### src/rtl/apb_demux_tmo.sv
// apb_demux_tmo: APB3/APB4 1-to-N_SLV demultiplexer with base/mask address map.
// One upstream APB master is routed to N_SLV downstream slaves with no added
// latency. An unmapped address gets an error response from an internal
// default slave. Slave pslverr is passed through. A mapped transfer that
// stalls in ACCESS for TIMEOUT_CYC cycles is aborted with an error response.
//
// Handshake: standard APB. Upstream SETUP is psel & !penable. ACCESS is
// psel & penable. The transfer completes in the cycle where pready is high.
// Downstream psel_o/penable_o follow the same rules for the selected slave.
// Unselected slaves always see psel_o = penable_o = 0.
//
// Ports:
//   pclk, preset             clock, asynchronous active-high reset
//   paddr, psel, penable,
//   pwrite, pwdata, pwstrb   upstream request
//   pready, prdata, pslverr  upstream response
//   paddr_o, pwrite_o,
//   pwdata_o, pwstrb_o       shared downstream request (pass-through)
//   psel_o, penable_o        per-slave select / enable
//   pready_i, prdata_i,
//   pslverr_i                per-slave response (prdata_i packed, slot i)
//   timeout_o                one-cycle pulse when a transfer is aborted by timeout
module apb_demux_tmo #(
    parameter int                      N_SLV       = 3,
    parameter int                      ADDR_W      = 32,
    parameter int                      DATA_W      = 32,
    parameter logic [N_SLV*ADDR_W-1:0] SLV_BASE    = '0,
    parameter logic [N_SLV*ADDR_W-1:0] SLV_MASK    = '0,
    parameter int                      TIMEOUT_CYC = 256,
    parameter int                      CNT_W       = 9,
    localparam int                     STRB_W      = DATA_W / 8
) (
    input  logic                    pclk,
    input  logic                    preset,
    input  logic [ADDR_W-1:0]       paddr,
    input  logic                    psel,
    input  logic                    penable,
    input  logic                    pwrite,
    input  logic [DATA_W-1:0]       pwdata,
    input  logic [STRB_W-1:0]       pwstrb,
    output logic                    pready,
    output logic [DATA_W-1:0]       prdata,
    output logic                    pslverr,
    output logic [ADDR_W-1:0]       paddr_o,
    output logic                    pwrite_o,
    output logic [DATA_W-1:0]       pwdata_o,
    output logic [STRB_W-1:0]       pwstrb_o,
    output logic [N_SLV-1:0]        psel_o,
    output logic [N_SLV-1:0]        penable_o,
    input  logic [N_SLV-1:0]        pready_i,
    input  logic [N_SLV*DATA_W-1:0] prdata_i,
    input  logic [N_SLV-1:0]        pslverr_i,
    output logic                    timeout_o
);

    localparam int IDX_W = (N_SLV > 1) ? $clog2(N_SLV) : 1;
    localparam logic [CNT_W-1:0] TMO_LAST =
        (TIMEOUT_CYC > 0) ? CNT_W'(TIMEOUT_CYC - 1) : '0;

    typedef enum logic {
        IDLE   = 1'b0,
        ACCESS = 1'b1
    } state_t;

    state_t             state, state_d;
    logic [IDX_W-1:0]   idx_q, idx_d, dec_idx;
    logic               hit_q, hit_d, dec_hit;
    logic [CNT_W-1:0]   cnt, cnt_d;
    logic [N_SLV-1:0]   dec_oh, sel_oh;
    logic               sel_rdy, sel_err;
    logic [DATA_W-1:0]  sel_rdata;
    logic               tmo_now;

    assign paddr_o  = paddr;
    assign pwrite_o = pwrite;
    assign pwdata_o = pwdata;
    assign pwstrb_o = pwstrb;

    // Address decode. Scanning from the top index down lets the lowest
    // matching index overwrite higher ones, so it wins on overlap.
    always_comb begin
        dec_hit = 1'b0;
        dec_idx = '0;
        dec_oh  = '0;
        for (int i = N_SLV - 1; i >= 0; i--) begin
            if ((paddr & SLV_MASK[i*ADDR_W +: ADDR_W]) ==
                (SLV_BASE[i*ADDR_W +: ADDR_W] & SLV_MASK[i*ADDR_W +: ADDR_W])) begin
                dec_hit    = 1'b1;
                dec_idx    = IDX_W'(i);
                dec_oh     = '0;
                dec_oh[i]  = 1'b1;
            end
        end
    end

    // Response mux for the slave latched at SETUP.
    always_comb begin
        sel_oh    = '0;
        sel_rdy   = 1'b0;
        sel_err   = 1'b0;
        sel_rdata = '0;
        for (int i = 0; i < N_SLV; i++) begin
            if (idx_q == IDX_W'(i)) begin
                sel_oh[i] = 1'b1;
                sel_rdy   = pready_i[i];
                sel_err   = pslverr_i[i];
                sel_rdata = prdata_i[i*DATA_W +: DATA_W];
            end
        end
    end

    assign tmo_now = (TIMEOUT_CYC > 0) && (cnt == TMO_LAST);

    always_ff @(posedge pclk or posedge preset) begin
        if (preset) begin
            state <= IDLE;
            cnt   <= '0;
            idx_q <= '0;
            hit_q <= 1'b0;
        end else begin
            state <= state_d;
            cnt   <= cnt_d;
            idx_q <= idx_d;
            hit_q <= hit_d;
        end
    end

    always_comb begin
        state_d   = state;
        cnt_d     = cnt;
        idx_d     = idx_q;
        hit_d     = hit_q;
        psel_o    = '0;
        penable_o = '0;
        pready    = 1'b0;
        prdata    = '0;
        pslverr   = 1'b0;
        timeout_o = 1'b0;

        case (state)
            IDLE: begin
                // Downstream SETUP in the same cycle as upstream SETUP.
                if (psel) begin
                    psel_o = dec_oh;
                end
                if (psel && !penable) begin
                    state_d = ACCESS;
                    idx_d   = dec_idx;
                    hit_d   = dec_hit;
                    cnt_d   = '0;
                end
            end

            ACCESS: begin
                if (!psel) begin
                    // Master abandoned the transfer: release the slave quietly.
                    state_d = IDLE;
                end else if (!hit_q) begin
                    // Default slave: immediate error, nothing selected downstream.
                    pready  = 1'b1;
                    pslverr = 1'b1;
                    state_d = IDLE;
                end else begin
                    psel_o    = sel_oh;
                    penable_o = penable ? sel_oh : '0;
                    if (sel_rdy) begin
                        // Slave response has priority over a coincident timeout.
                        pready  = 1'b1;
                        prdata  = sel_rdata;
                        pslverr = sel_err;
                        state_d = IDLE;
                    end else if (tmo_now) begin
                        pready    = 1'b1;
                        pslverr   = 1'b1;
                        timeout_o = 1'b1;
                        state_d   = IDLE;
                    end else begin
                        cnt_d = cnt + 1'b1;
                    end
                end
            end

            default: state_d = IDLE;
        endcase

        // Outputs go quiet the moment reset is applied, not at the next edge.
        if (preset) begin
            psel_o    = '0;
            penable_o = '0;
            pready    = 1'b0;
            prdata    = '0;
            pslverr   = 1'b0;
            timeout_o = 1'b0;
        end
    end

endmodule

### config.mk
export PLATFORM = sky130hd
export DESIGN_NAME = apb_demux_tmo
export DESIGN_NICKNAME = d
export VERILOG_FILES = /design/src/rtl/apb_demux_tmo.sv
export SDC_FILE = /design/constraint.sdc
export NUM_CORES = 1
export LEC_CHECK = 0
export ABC_AREA = 1
export BUFFER_PORTS_ARGS = -buffer_cell sky130_fd_sc_hd__buf_2
export CORE_AREA = 3 3 108 110
export DETAILED_ROUTE_END_ITERATION = 10
export DIE_AREA = 0 0 111 113
export HOLD_SLACK_MARGIN = 0.05
export PLACE_DENSITY = 0.52
export SYNTH_ARGS = -nofsm -noshare
export SYNTH_HDL_FRONTEND = slang
export SYNTH_SLANG_ARGS = --single-unit
### constraint.sdc
create_clock -name pclk -period 1.86 [get_ports pclk]
set_clock_uncertainty 0.15 [all_clocks]
set_input_delay 0.279 -clock pclk [delete_from_list [all_inputs] [get_ports pclk]]
set_output_delay 0.279 -clock pclk [all_outputs]
set_load 0.05 [all_outputs]
==> summary.txt <==
period utilisation layout: 127%
H-tree depth reported by CTS: 1
io pins: 285
clk slew on worst S/H paths: 50 ps
RSZ-0062 raised after global routing: yes
PortBufs: 74
synth-to-layout area growth: 72.9%
Pint: 550 uW
CP Max Fanout: 2
final setup TNS: -1640 ps
total iterations of the first detailed-routing run: 4
clock root cell: clkbuf_8
Slew headroom: 64.9%
endpoints failing hold: 0
YS warnings: 0
CP Data Arrival Time: 1930 ps
Post-route DRC: 0
fraction of the yosys area taken by sequential cells: 18.2%
Top FF cell, synth: dfrtp_1
final setup vio count: 13
Die Y: 113 um
vias in the first global route: 1462
antenna-violating nets left: 0
layout cell share with drive strength beyond 1: 75.6%
largest net degree at the start of global routing: 20
CTS tree: built
crit path launch type: register
first-pass GRT wire length: 7.45 mm
cells after synthesis: 205
commonest non-fill, non-tap cell in the layout: buf_2
synthesized cell area: 1520 sq um
Slowest-stage cell, CP: dfrtp_1
Synth Register Bits: 11
sequential power share: 30.1%
Filler cells: 1126
Finished Cell Area: 2620 sq um
Avg Inst Size Synth: 7.39 sq um
Critical Path Max Stage Delay: 360 ps
Slew @ Worst Pin: 525 ps
final core occ: 24.3%
WL/cell: 12.7 um
CORE AREA: 10800 sq um
Switching Power: 299 uW
via density per instance: 3.75
Rows: 38
Tot GR Track Use: 7.22%
non-filler instance count after layout: 378
combinational power share: 41.6%
Post-DP Area: 2080 sq um
failing checks: setup timing
EDFF count, synth: 0
crit-path cells: ha_2 > nand2_2 > nor2_4 > inv_2 > nor3_4 > ha_2 > nor2_2 > nand2_2 > nand3_4 > a31oi_4 > buf_6
Antenna Cells: 0
Clk pwr share: 28.3%
pwr/cell area: 324 nW/um^2
run status: finished, violations left
worst slack, placed: -354 ps
ys async rst share: 100%
Vias: 1416
Detail Placement HPWL: 3.66 mm
fin crit period: 2360 ps
count of final max-slew check failures: 0
CP endpoint kind: output port
clock sinks: 11
antenna violations before repair: 0
gpl congestion: 0.883
Congestion Overflow GR: 0
distinct cell type count after synthesis: 28
CP required: 1430 ps
CTS buffer count: 3
most frequent cells in the layout: 38 x buf_2, 35 x buf_6, 31 x nor3b_4, 25 x buf_4, 14 x nand2_1
Max VDD drop: 175 uV
die width: 111 um
die footprint: 12500 sq um
Sw Share: 35.2%
Iter 0 DRT Violations: 39
Layout Nets: 417
Fmax: 423 MHz
final WL: 4.79 mm
worst setup margin: -504 ps
number of cells after detailed placement: 366
P_leak: 0.00118 uW
clock latency on the worst-skew pair: 240 ps
Hold Path Class: input port to register
register-to-register setup slack: -70 ps
Clock Path Buffers: 2
WS Path Type: register to output port
max_cap viols: 0
Initial Util: 14.0%
==> layout make-up <==
class                      instances  area (sq um)  area share, %
multi-input combinational        102          1130           43.2
timing repair buffer             106           915           34.9
sequential                        11           278           10.6
tap                              140           175           6.69
inverter                          15          76.3           2.91
clock buffer                       4          45.0           1.72
==> cell usage after synthesis, drive strengths merged (2+ instances only) <==
cell	n	area [sq um]
nor3	2	10.0
buf	80	589
nor3b	32	240
inv	15	58.8
nand3	12	70.1
a21oi	2	10.0
dfrtp	11	275
ha	3	37.5
nor2	10	40.0
nand2	25	104
o21ai	6	37.5
==> logic make-up (layout without fill, tap and decap cells) <==
kind of cell	Yosys count	after routing	synth area share [%]
AND/OR/NAND/NOR	84	84	31.9
buffers and inverters	95	125	42.8
other	1	4	0.247
flip-flops	11	11	18.2
AO/OA/AOI/OAI	11	11	4.46
adder cells (fa/ha/maj)	3	3	2.48
==> worst max-delay path: cells and delay by family, from the launching register on <==
family                   cells  cell delay [ps]
buffers and inverters        2              230
adder cells (fa/ha/maj)      2              390
AND/OR/NAND/NOR              6              560
AO/OA/AOI/OAI                1              150
flip-flops                   1              360
==> routing by layer <==
metal  wire length [um]  global-route usage, %
met4                272                   4.93
met2               2300                   12.2
met1               1520                   6.72
met5                  0                      0
met3                697                   3.90
==> per-stage QoR <==
step                      hold WS [ps]  total power (uW)
after floorplan                  -59.6               854
after global placement             187               549
after detailed placement           186               551
after CTS                          284               825
after global routing               310               894
final                              283               849
==> power groups by stage <==
stage | Sequential, uW | Clock (uW) | Combinational [uW]
2_1_floorplan | 258 | 0 | 596
3_3_place_gp | 259 | 0 | 290
3_5_place_dp | 259 | 0 | 292
4_1_cts | 256 | 251 | 318
5_1_grt | 257 | 261 | 376
6_report | 256 | 240 | 353
==> path summary, 6_finish.rpt <==
| check | start | end | cells after the start |
|---|---|---|---|
| worst min-delay path | psel | state$_DFF_PP0_ | 3 |
| worst max-delay path | cnt[1]$_DFFE_PP0P_ | pslverr | 11 |
| worst max register to register | cnt[1]$_DFFE_PP0P_ | cnt[4]$_DFFE_PP0P_ | 12 |
| max in group asynchronous | preset | state$_DFF_PP0_ | 4 |
| min in group asynchronous | preset | cnt[0]$_DFFE_PP0P_ | 4 |
| worst min register to register | cnt[4]$_DFFE_PP0P_ | cnt[4]$_DFFE_PP0P_ | 2 |
==> repair_timing <==
item / in CTS / in global routing
gates cloned: 0 / 3
resized for setup: 86 / 29
endpoints found under the setup margin: 46 / 46
pin swaps: 4 / 12
hold buffers: 1 / 0
setup buffers: 0 / 4
hold endpoints to repair: 11 / 0
==> sequential cells by signal (all words and copies together) (netlist names) <==
name,cells
hit_q,1
state,1
cnt,9
Note: power is estimated with default switching activity, not from simulation.
